<file path="src/rtl/frequency_analyzer_scheduler_pkg.sv">
// Shared definitions for the frequency analyzer window scheduler:
// FSM encoding, minimum window length and default timing constants.
package frequency_analyzer_scheduler_pkg;

  typedef enum logic [2:0] {
    ST_IDLE     = 3'd0,
    ST_CLEAR    = 3'd1,
    ST_START    = 3'd2,
    ST_MEASURE  = 3'd3,
    ST_STOP     = 3'd4,
    ST_WAIT_IRQ = 3'd5,
    ST_DONE     = 3'd6
  } sched_state_t;

  localparam int MIN_WINDOW_CYCLES          = 2;
  localparam int DEFAULT_CLEAR_CYCLES       = 4;
  localparam int DEFAULT_IRQ_TIMEOUT_CYCLES = 1024;

  function automatic int max_int(input int a, input int b);
    return (a > b) ? a : b;
  endfunction

endpackage

</file>
<file path="src/rtl/frequency_analyzer_scheduler_if.sv">
// Control/status and analyzer-pin bundle between software registers,
// the scheduler and one frequency_analyzer_manager instance.
interface frequency_analyzer_scheduler_if #(
  parameter int WINDOW_WIDTH      = 32,
  parameter int CYCLE_COUNT_WIDTH = 16
);
  logic [WINDOW_WIDTH-1:0]      cfg_window_cycles;
  logic [CYCLE_COUNT_WIDTH-1:0] cfg_repeat;
  logic                         cmd_start;
  logic                         cmd_abort;
  logic                         analyzer_irq;
  logic                         analyzer_clear;
  logic                         analyzer_start;
  logic                         analyzer_stop;
  logic                         busy;
  logic                         window_done;
  logic [CYCLE_COUNT_WIDTH-1:0] windows_completed;
  logic                         timeout_error;
  logic [2:0]                   state;

  modport slave (
    input  cfg_window_cycles, cfg_repeat, cmd_start, cmd_abort, analyzer_irq,
    output analyzer_clear, analyzer_start, analyzer_stop, busy, window_done,
           windows_completed, timeout_error, state
  );

  modport master (
    output cfg_window_cycles, cfg_repeat, cmd_start, cmd_abort, analyzer_irq,
    input  analyzer_clear, analyzer_start, analyzer_stop, busy, window_done,
           windows_completed, timeout_error, state
  );
endinterface

</file>
<file path="src/rtl/frequency_analyzer_scheduler_pulse_edge_sync.sv">
// Multi-flop synchronizer for an asynchronous level, followed by a
// single-cycle rising-edge detect in the destination clock domain.
module pulse_edge_sync #(
  parameter int STAGES = 2
) (
  input  logic clk,
  input  logic srst,
  input  logic async_in,
  output logic rise
);

  // [STAGES-1:0] is the synchronizer chain, the top bit holds the prior value
  logic [STAGES:0] sync_reg;

  always_ff @(posedge clk) begin
    if (srst) begin
      sync_reg <= '0;
    end else begin
      sync_reg <= {sync_reg[STAGES-1:0], async_in};
    end
  end

  assign rise = sync_reg[STAGES-1] & ~sync_reg[STAGES];

endmodule

</file>
<file path="src/rtl/frequency_analyzer_scheduler.sv">
// Runs the analyzer through repeated clear/start/measure/stop windows,
// waits for its irq after each window and reports progress and timeouts.
module frequency_analyzer_scheduler
  import frequency_analyzer_scheduler_pkg::*;
#(
  parameter int WINDOW_WIDTH       = 32,
  parameter int CYCLE_COUNT_WIDTH  = 16,
  parameter int CLEAR_CYCLES       = DEFAULT_CLEAR_CYCLES,
  parameter int IRQ_TIMEOUT_CYCLES = DEFAULT_IRQ_TIMEOUT_CYCLES
) (
  input  logic                           s00_axi_aclk,
  input  logic                           reset,
  frequency_analyzer_scheduler_if.slave  sched
);

  localparam int CNT_W = max_int(WINDOW_WIDTH,
                                 max_int($clog2(CLEAR_CYCLES) + 1,
                                         $clog2(IRQ_TIMEOUT_CYCLES) + 1));
  localparam logic [CNT_W-1:0]        CLEAR_LOAD   = CNT_W'(CLEAR_CYCLES - 1);
  localparam logic [CNT_W-1:0]        TIMEOUT_LOAD = CNT_W'(IRQ_TIMEOUT_CYCLES - 2);
  localparam logic [WINDOW_WIDTH-1:0] MIN_WIN      = WINDOW_WIDTH'(MIN_WINDOW_CYCLES);

  sched_state_t                 state_reg, state_next;
  logic [CNT_W-1:0]             cnt_reg, cnt_next;
  logic [WINDOW_WIDTH-1:0]      win_reg;
  logic [CYCLE_COUNT_WIDTH-1:0] repeat_reg;
  logic [CYCLE_COUNT_WIDTH-1:0] count_reg;
  logic                         timeout_reg;
  logic                         clear_reg, start_reg, stop_reg, done_reg, busy_reg;
  logic                         irq_rise;
  logic                         load_cfg, set_timeout, inc_count, abort_stop;

  pulse_edge_sync #(.STAGES(2)) u_irq_sync (
    .clk      (s00_axi_aclk),
    .srst     (reset),
    .async_in (sched.analyzer_irq),
    .rise     (irq_rise)
  );

  always_comb begin
    state_next  = state_reg;
    cnt_next    = cnt_reg;
    load_cfg    = 1'b0;
    set_timeout = 1'b0;
    inc_count   = 1'b0;
    abort_stop  = 1'b0;
    if (sched.cmd_abort) begin
      // Only an analyzer that has been started needs an explicit stop
      state_next = ST_IDLE;
      abort_stop = (state_reg == ST_START) || (state_reg == ST_MEASURE);
    end else begin
      case (state_reg)
        ST_IDLE: begin
          if (sched.cmd_start) begin
            load_cfg   = 1'b1;
            state_next = ST_CLEAR;
            cnt_next   = CLEAR_LOAD;
          end
        end
        ST_CLEAR: begin
          if (cnt_reg == '0) state_next = ST_START;
          else               cnt_next   = cnt_reg - CNT_W'(1);
        end
        ST_START: begin
          // MEASURE spans W-1 cycles so STOP lands exactly W after START
          state_next = ST_MEASURE;
          cnt_next   = CNT_W'(win_reg - MIN_WIN);
        end
        ST_MEASURE: begin
          if (cnt_reg == '0) state_next = ST_STOP;
          else               cnt_next   = cnt_reg - CNT_W'(1);
        end
        ST_STOP: begin
          state_next = ST_WAIT_IRQ;
          cnt_next   = TIMEOUT_LOAD;
        end
        ST_WAIT_IRQ: begin
          if (irq_rise) begin
            state_next = ST_DONE;
            inc_count  = 1'b1;
          end else if (cnt_reg == '0) begin
            state_next  = ST_IDLE;
            set_timeout = 1'b1;
          end else begin
            cnt_next = cnt_reg - CNT_W'(1);
          end
        end
        ST_DONE: begin
          if ((repeat_reg == '0) || (count_reg < repeat_reg)) begin
            state_next = ST_CLEAR;
            cnt_next   = CLEAR_LOAD;
          end else begin
            state_next = ST_IDLE;
          end
        end
        default: state_next = ST_IDLE;
      endcase
    end
  end

  always_ff @(posedge s00_axi_aclk) begin
    if (reset) begin
      state_reg   <= ST_IDLE;
      cnt_reg     <= '0;
      win_reg     <= MIN_WIN;
      repeat_reg  <= '0;
      count_reg   <= '0;
      timeout_reg <= 1'b0;
      clear_reg   <= 1'b0;
      start_reg   <= 1'b0;
      stop_reg    <= 1'b0;
      done_reg    <= 1'b0;
      busy_reg    <= 1'b0;
    end else begin
      state_reg <= state_next;
      cnt_reg   <= cnt_next;
      // Pulse outputs are registered decodes of the next state
      clear_reg <= (state_next == ST_CLEAR);
      start_reg <= (state_next == ST_START);
      stop_reg  <= (state_next == ST_STOP) || abort_stop;
      done_reg  <= (state_next == ST_DONE);
      busy_reg  <= (state_next != ST_IDLE);
      if (load_cfg) begin
        win_reg     <= (sched.cfg_window_cycles < MIN_WIN) ? MIN_WIN : sched.cfg_window_cycles;
        repeat_reg  <= sched.cfg_repeat;
        count_reg   <= '0;
        timeout_reg <= 1'b0;
      end else begin
        if (inc_count && (count_reg != {CYCLE_COUNT_WIDTH{1'b1}})) begin
          count_reg <= count_reg + CYCLE_COUNT_WIDTH'(1);
        end
        if (set_timeout) begin
          timeout_reg <= 1'b1;
        end
      end
    end
  end

  assign sched.analyzer_clear    = clear_reg;
  assign sched.analyzer_start    = start_reg;
  assign sched.analyzer_stop     = stop_reg;
  assign sched.window_done       = done_reg;
  assign sched.busy              = busy_reg;
  assign sched.windows_completed = count_reg;
  assign sched.timeout_error     = timeout_reg;
  assign sched.state             = state_reg;

endmodule
</file>
<file path="src/flat_wrapper.sv">
// flat-port wrapper written by rule: the top's interface ports become plain ports
module frequency_analyzer_scheduler_flat import frequency_analyzer_scheduler_pkg::*;
#(
  parameter int WINDOW_WIDTH       = 32,
  parameter int CYCLE_COUNT_WIDTH  = 16,
  parameter int CLEAR_CYCLES       = DEFAULT_CLEAR_CYCLES,
  parameter int IRQ_TIMEOUT_CYCLES = DEFAULT_IRQ_TIMEOUT_CYCLES
)
  (s00_axi_aclk, reset, sched_cfg_window_cycles, sched_cfg_repeat, sched_cmd_start, sched_cmd_abort, sched_analyzer_irq, sched_analyzer_clear, sched_analyzer_start, sched_analyzer_stop, sched_busy, sched_window_done, sched_windows_completed, sched_timeout_error, sched_state);
  frequency_analyzer_scheduler_if #(.WINDOW_WIDTH(WINDOW_WIDTH), .CYCLE_COUNT_WIDTH(CYCLE_COUNT_WIDTH)) sched_i ();
  input  logic s00_axi_aclk;
  input  logic reset;
  input wire logic [$bits(sched_i.cfg_window_cycles)-1:0] sched_cfg_window_cycles;
  input wire logic [$bits(sched_i.cfg_repeat)-1:0] sched_cfg_repeat;
  input wire logic [$bits(sched_i.cmd_start)-1:0] sched_cmd_start;
  input wire logic [$bits(sched_i.cmd_abort)-1:0] sched_cmd_abort;
  input wire logic [$bits(sched_i.analyzer_irq)-1:0] sched_analyzer_irq;
  output wire logic [$bits(sched_i.analyzer_clear)-1:0] sched_analyzer_clear;
  output wire logic [$bits(sched_i.analyzer_start)-1:0] sched_analyzer_start;
  output wire logic [$bits(sched_i.analyzer_stop)-1:0] sched_analyzer_stop;
  output wire logic [$bits(sched_i.busy)-1:0] sched_busy;
  output wire logic [$bits(sched_i.window_done)-1:0] sched_window_done;
  output wire logic [$bits(sched_i.windows_completed)-1:0] sched_windows_completed;
  output wire logic [$bits(sched_i.timeout_error)-1:0] sched_timeout_error;
  output wire logic [$bits(sched_i.state)-1:0] sched_state;
  assign sched_i.cfg_window_cycles = sched_cfg_window_cycles;
  assign sched_i.cfg_repeat = sched_cfg_repeat;
  assign sched_i.cmd_start = sched_cmd_start;
  assign sched_i.cmd_abort = sched_cmd_abort;
  assign sched_i.analyzer_irq = sched_analyzer_irq;
  assign sched_analyzer_clear = sched_i.analyzer_clear;
  assign sched_analyzer_start = sched_i.analyzer_start;
  assign sched_analyzer_stop = sched_i.analyzer_stop;
  assign sched_busy = sched_i.busy;
  assign sched_window_done = sched_i.window_done;
  assign sched_windows_completed = sched_i.windows_completed;
  assign sched_timeout_error = sched_i.timeout_error;
  assign sched_state = sched_i.state;
  frequency_analyzer_scheduler #(.WINDOW_WIDTH(WINDOW_WIDTH), .CYCLE_COUNT_WIDTH(CYCLE_COUNT_WIDTH), .CLEAR_CYCLES(CLEAR_CYCLES), .IRQ_TIMEOUT_CYCLES(IRQ_TIMEOUT_CYCLES)) u_core (.s00_axi_aclk(s00_axi_aclk), .reset(reset), .sched(sched_i));
endmodule
</file>
<file path="config.mk">
export PLATFORM = sky130hd
export DESIGN_NAME = frequency_analyzer_scheduler_flat
export DESIGN_NICKNAME = d
export VERILOG_FILES = /design/src/rtl/frequency_analyzer_scheduler_pkg.sv /design/src/rtl/frequency_analyzer_scheduler_if.sv /design/src/rtl/frequency_analyzer_scheduler_pulse_edge_sync.sv /design/src/rtl/frequency_analyzer_scheduler.sv /design/src/flat_wrapper.sv
export SDC_FILE = /design/constraint.sdc
export NUM_CORES = 1
export LEC_CHECK = 0
export ABC_CLOCK_PERIOD_IN_PS = 7950
export BUFFER_PORTS_ARGS = -buffer_cell sky130_fd_sc_hd__buf_4
export CORE_UTILIZATION = 25
export CTS_BUF_LIST = sky130_fd_sc_hd__clkbuf_16
export DETAILED_ROUTE_END_ITERATION = 10
export SYNTH_ARGS = -nofsm -noshare
export SYNTH_HDL_FRONTEND = slang
export SYNTH_HIERARCHICAL = 1
export SYNTH_SLANG_ARGS = --single-unit
</file>
<file path="constraint.sdc">
create_clock -name s00_axi_aclk -period 7.95 [get_ports s00_axi_aclk]
set_input_delay 0.3975 -clock s00_axi_aclk [delete_from_list [all_inputs] [get_ports s00_axi_aclk]]
set_output_delay 0.3975 -clock s00_axi_aclk [all_outputs]
set_load 0.02 [all_outputs]
</file>
==> run summary, run 1 <==
Setup-failing EPs final -> 0
die area -> 0.02448 sq mm
# rows -> 56
via density per instance -> 5.314
first-pass GRT wire length -> 29480 microns
combinational power share -> 16.5%
ys async rst share -> 0%
CTS tree -> yes
worst setup path class -> flop to flop
die span in y -> 156.5 microns
Synth Warn # -> 6
crit path max-delay cell type -> or4_1
GRT met2 Usage -> 24.55%
core box area -> 0.02340 sq mm
Slew HR -> 18.18%
pwr dens -> 168.3 mW/mm^2
Final Power -> 1.193 mW
Post-CTS Hold Buffers -> 0
drt first pass iters -> 5
fin crit share -> 40.20%
dominant synthesized flop cell -> dfxtp_1
Tot GR Track Use -> 15.27%
initial DRC count -> 403
Post-CTS Setup Inserts -> 0
cell area after layout -> 0.007091 sq mm
Ports -> 78
Setup WS pre-CTS -> 4.828 ns
Layout area overhead -> 18.85%
Fmax achieved -> 312.9 MHz
mean area per synthesized cell -> 8.217 sq um
Placed Area -> 0.006824 sq mm
CTS buffer count -> 9
Switch Pwr -> 0.3505 mW
wire per inst -> 16.78 microns
met3 GRT Util -> 1.855%
Clk Latency, worst-skew pair -> 0.35 ns
Hold WC Path Type -> input port to flop
delay of the slowest critical-path stage -> 0.70 ns
CP delay by family, top -> compound AO/OA/AOI/OAI gates
Core Util, Final -> 30.30%
EDFF count, synth -> 0
final wirelength -> 18460 microns
GRT busiest layer -> met2
clk buf depth -> 2
setup TNS -> 0 ns
DP Wirelength -> 13620 microns
FF/Latch Area -> 0.002162 sq mm
fillers -> 2537
synthesis-stage register bit count -> 108
CP Max Fanout -> 14
count of pins over their slew limit -> 0
input/output buffers -> 77
Routed Antenna Nets -> 0
Initial Util -> 25.49%
Reg clk slew, reported paths -> 0.07 ns
final worst slack -> 4.754 ns
CP cell instances -> or4_1, or3_4, o41ai_2, nor2_1, a21oi_2, a221o_1
max cap viols -> 0
Mapped Nets -> 798
post-synthesis sequential area ratio -> 36.24%
worst slew pin tran -> 1.208 ns
worst clock skew -> 0.007435 ns
status -> finished, final reports clean
Post-Syn Instances -> 726
initial antenna violation count -> 0
clock power share -> 35.1%
post-layout min period -> 3.196 ns
switch share -> 29.38%
CP bufs+invs -> 0
Setup crit start kind -> flop
htree depth -> 3
vias in the first global route -> 5428
die extent in x -> 156.5 microns
nature of the critical path endpoint -> flop
pin count of the biggest net entering global routing -> 35
Final Hold Fails -> 0
Clock Sink Count -> 108
Ant. Diodes -> 0
Worst VDD drop -> 0.08522 mV
Resized Gates After CTS -> 0
area of the multi-input gates -> 0.003512 sq mm
CP Data Required Time -> 8.24 ns
fraction of layout cells with a size suffix above 1 -> 14.21%
DR vias -> 5845
arrival time worst endpoint -> 3.49 ns
mapped cell area -> 0.005966 sq mm
global placement routability congestion -> 0.9269
drt drc -> 0
Cell Int Power -> 0.8426 mW
sequential power share -> 48.4%
M1 GR Usage -> 20.08%
root buffer cell -> clkbuf_16
RSZ-0062 raised after global routing -> false
leakage -> 2.729 nW
Distinct cells, synth -> 69
total congestion overflow -> 0
nets@finish -> 849
## layout by cell type (no fill, tap or decap), types with 10 or more instances in the layout
master    instances
a21oi_1          49
a22o_1           30
buf_4            81
dfxtp_1         108
ha_1             19
inv_1            38
nand2_1          71
nand3_1          16
nand4_1          10
nor2_1           39
nor3_1           29
nor4_1           34
o211ai_1         16
o21ai_0          29
or3_1            19
or4_1            18
xnor2_1          23
xor2_1           15
## cells in the mapped netlist, types with 6 or more instances
library cell,count,area (sq um)
dfxtp_1,108,2162
nand2_1,71,266.5
a21oi_1,49,245.2
nor2_1,40,150.1
inv_1,38,142.6
nor4_1,35,219.0
clkbuf_1,34,127.6
a22o_1,30,262.8
nor3_1,30,150.1
o21ai_0,29,145.1
xnor2_1,23,201.4
ha_1,19,237.7
or3_1,19,118.9
or4_1,18,135.1
nand3_1,16,80.08
o211ai_1,16,120.1
xor2_1,15,131.4
nand4_1,10,62.56
o31ai_1,8,60.06
a221o_1,7,70.07
and3_1,6,37.54
## cells by family after synthesis
logic type | count (synthesis) | synth area share (%)
simple gates | 279 | 24.81
buf+inv | 79 | 5.118
xor+xnor | 38 | 5.579
fa+ha+maj | 19 | 3.985
mux | 5 | 0.8599
flops | 108 | 36.24
compound gates | 198 | 23.41
## worst paths after layout
path                                                  from                                        to  slack, ns  cells after the start
setup / recovery           u_core/cnt_reg[12]$_SDFFE_PP0P_           u_core/cnt_reg[29]$_SDFFE_PP0P_       4.75                      6
hold / removal                  sched_cfg_window_cycles[5]            u_core/win_reg[5]$_SDFFE_PP0P_       0.26                      2
setup reg to reg           u_core/cnt_reg[12]$_SDFFE_PP0P_           u_core/cnt_reg[29]$_SDFFE_PP0P_       4.75                      6
hold reg to reg   u_core/u_irq_sync/sync_reg[0]$_SDFF_PP0_  u_core/u_irq_sync/sync_reg[1]$_SDFF_PP0_       0.45                      1
## through the flow
step,hold WS (ns),cells
after floorplan,0.4138,726
after global placement,0.4395,1085
after detailed placement,0.4376,1085
after CTS,0.2552,1100
after global routing,0.2584,1100
final,0.2612,1100
## power groups by stage
stage               Sequential, mW  Combinational [mW]  Clock [mW]
floorplan                    0.583               0.129           0
global placement             0.589               0.195           0
detailed placement           0.589               0.194           0
CTS                          0.577               0.195       0.430
global route                 0.580               0.216       0.452
finish                       0.577               0.197       0.419
## worst reg2reg max path: cells and delay by family (launching register included)
kind / cells / cell delay [ns]
compound gates: 3 / 1.43
flops: 1 / 0.36
simple gates: 3 / 1.35
## final cells by class
class	count	area share, %
clock inverters	6	0.5823
well taps	319	5.629
flip-flops and latches	108	30.49
clock buffers	9	3.176
repair buffers	81	8.576
multi-input cells	539	49.53
inverters	38	2.012
## metal layers
| layer | vias up | wire length, microns |
|---|---|---|
| met2 | 204 | 8494 |
| met3 | 44 | 975 |
| met1 | 2765 | 8271 |
| li1 | 2832 | - |
| met4 | 0 | 721 |
| met5 | - | 0 |
Note: power is estimated with default switching activity, not from simulation.
==> inputs of run 2 (changes only) <==
- ABC_CLOCK_PERIOD_IN_PS: 7950 -> 2600
- clock period: 7.95 -> 2.6 ns (I/O delays scaled with it)
==> run 2 against run 1 <==
Compared with the run above:
- hold slack worse by 0.26 ns
- count of clock-buffer cells in the layout unchanged
- routed wire length rose by 6.9%
- non-clock buffer count up 110
- setup slack got worse by 4.7 ns
- critical path type unchanged
==> run summary, run 2 (same netlist as run 1, synthesis figures left out) <==
Setup crit start kind -> flop (unchanged)
fillers -> 2461 (was 2537)
Clock Sink Count -> 108 (unchanged)
Core Util, Final -> 34.88% (was 30.30%)
max cap viols -> 0 (unchanged)
leakage -> 3.312 nW (was 2.729 nW)
die area -> 0.02448 sq mm (unchanged)
status -> finished, final reports clean (unchanged)
die extent in x -> 156.5 microns (unchanged)
worst setup path class -> flop to flop (unchanged)
final wirelength -> 19730 microns (was 18460 microns)
FF/Latch Area -> 0.002162 sq mm (unchanged)
Hold WC Path Type -> input port to flop (unchanged)
DP Wirelength -> 14880 microns (was 13620 microns)
fin cells -> 1211 (was 1100)
global placement routability congestion -> 0.9151 (was 0.9269)
total congestion overflow -> 0 (unchanged)
initial DRC count -> 413 (was 403)
R2R Path Start -> u_core/win_reg[1]$_SDFFE_PP1P_ (was u_core/cnt_reg[12]$_SDFFE_PP0P_)
Setup-failing EPs final -> 0 (unchanged)
via density per instance -> 5.164 (was 5.314)
die span in y -> 156.5 microns (unchanged)
placed cells -> 1170 (was 1085)
RSZ-0062 raised after global routing -> true (was false)
nature of the critical path endpoint -> flop (unchanged)
Ant. Diodes -> 0 (unchanged)
Final Power -> 3.947 mW (was 1.193 mW)
count of pins over their slew limit -> 0 (unchanged)
Crit. Startpoint -> u_core/win_reg[1]$_SDFFE_PP1P_ (was u_core/cnt_reg[12]$_SDFFE_PP0P_)
arrival time worst endpoint -> 2.87 ns (was 3.49 ns)
CTS tree -> yes (unchanged)
pwr dens -> 483.6 mW/mm^2 (was 168.3 mW/mm^2)
core box area -> 0.02340 sq mm (unchanged)
setup TNS -> 0 ns (unchanged)
hold wc startpoint -> sched_cfg_window_cycles[2] (was sched_cfg_window_cycles[5])
Clk Latency, worst-skew pair -> 0.36 ns (was 0.35 ns)
CP Data Required Time -> 2.91 ns (was 8.24 ns)
Reg clk slew, reported paths -> 0.07 ns (about the same)
input/output buffers -> 77 (unchanged)
wire per inst -> 16.29 microns (was 16.78 microns)
pin count of the biggest net entering global routing -> 32 (was 35)
Placed Area -> 0.007487 sq mm (was 0.006824 sq mm)
initial antenna violation count -> 0 (unchanged)
drt first pass iters -> 5 (unchanged)
DR vias -> 6253 (was 5845)
Ports -> 78 (unchanged)
Setup WS pre-CTS -> -0.0007350 ns (was 4.828 ns)
CP Max Fanout -> 10 (was 14)
Layout area overhead -> 36.83% (was 18.85%)
worst slew pin tran -> 1.034 ns (was 1.208 ns)
# rows -> 56 (unchanged)
Final Hold Fails -> 0 (unchanged)
most common cell after layout, fill and taps aside -> buf_4 (was dfxtp_1)
nets@finish -> 959 (was 849)
Worst VDD drop -> 0.3105 mV (was 0.08522 mV)
htree depth -> 3 (unchanged)
cell area after layout -> 0.008163 sq mm (was 0.007091 sq mm)
post-layout min period -> 2.565 ns (was 3.196 ns)
root buffer cell -> clkbuf_16 (unchanged)
Routed Antenna Nets -> 0 (unchanged)
drt drc -> 0 (unchanged)
Initial Util -> 25.49% (unchanged)
fraction of layout cells with a size suffix above 1 -> 24.44% (was 14.21%)
Fmax achieved -> 389.8 MHz (was 312.9 MHz)
final worst slack -> 0.03463 ns (was 4.754 ns)
vias in the first global route -> 6155 (was 5428)
most frequent cells in the layout -> 163 x buf_4, 108 x dfxtp_1, 71 x nand2_1 (was 108 x dfxtp_1, 81 x buf_4, 71 x nand2_1)
Slew HR -> 30.49% (was 18.18%)
WHS -> 0.005473 ns (was 0.2612 ns)
CTS buffer count -> 9 (unchanged)
first-pass GRT wire length -> 32190 microns (was 29480 microns)
area of the multi-input gates -> 0.003641 sq mm (was 0.003512 sq mm)
fin crit share -> 98.67% (was 40.20%)
clk buf depth -> 2 (unchanged)
worst clock skew -> 0.006411 ns (was 0.007435 ns)
Tot GR Track Use -> 16.72% (was 15.27%)
Post-CTS Setup Inserts -> 0 (unchanged)
## run 2: changes by cell type in the layout (fill, tap and decap cells not counted), moves of 4 or more
| cell | delta |
|---|---|
| dlygate4sd3_1 | +25 |
| nor4_1 | -6 |
| buf_4 | +82 |
| or4_4 | +5 |
| or4_1 | -5 |
| nor3_2 | +4 |
| nor3_1 | -4 |
| nor4_2 | +4 |
## run 2: path summary, 6_finish.rpt
kind | cells after the start | to | slack [ns]
worst max-delay path | 9 | u_core/cnt_reg[27]$_SDFFE_PP0P_ | 0.03
worst min-delay path | 3 | u_core/win_reg[2]$_SDFFE_PP0P_ | 0.005
worst min register to register | 1 | u_core/u_irq_sync/sync_reg[1]$_SDFF_PP0_ | 0.46
worst max register to register | 9 | u_core/cnt_reg[27]$_SDFFE_PP0P_ | 0.03
## run 2: layout make-up
cell class / count / area share [%]
Inverter: 38 / 1.747
Sequential cell: 108 / 26.49
Tap cell: 319 / 4.890
Clock buffer: 9 / 2.759
Multi-Input combinational cell: 539 / 44.60
Clock inverter: 7 / 0.8277
Timing Repair Buffer: 191 / 18.68
## run 2: critical path, cell delays in order (launching register included)
cell     delay (ns)
dfxtp_1        0.31
inv_1          0.08
ha_1           0.16
or4b_4         0.47
or4_4          0.49
buf_6          0.17
or4_1          0.49
a21oi_2        0.14
o21a_1         0.12
a221o_1        0.09
## run 2: timing repair
action	4_1_cts	5_1_grt
gates resized for setup	1	26
setup endpoints to repair	1	27
pin swaps	0	2
endpoints found under the hold margin	25	0
gates cloned	0	0
hold buffers	25	0
## run 2: routing by layer
metal,global-route usage [%],part of all wire [%]
met1,21.20,45
met2,28.13,47
met3,1.772,3.3
met4,8.263,4.0
met5,0,0
## run 2: power breakdown
group          total (mW)  internal, mW  switching (mW)
sequential           1.75          1.70          0.0485
combinational       0.801         0.362           0.439
clock                1.39         0.744           0.649
total                3.95          2.81            1.14
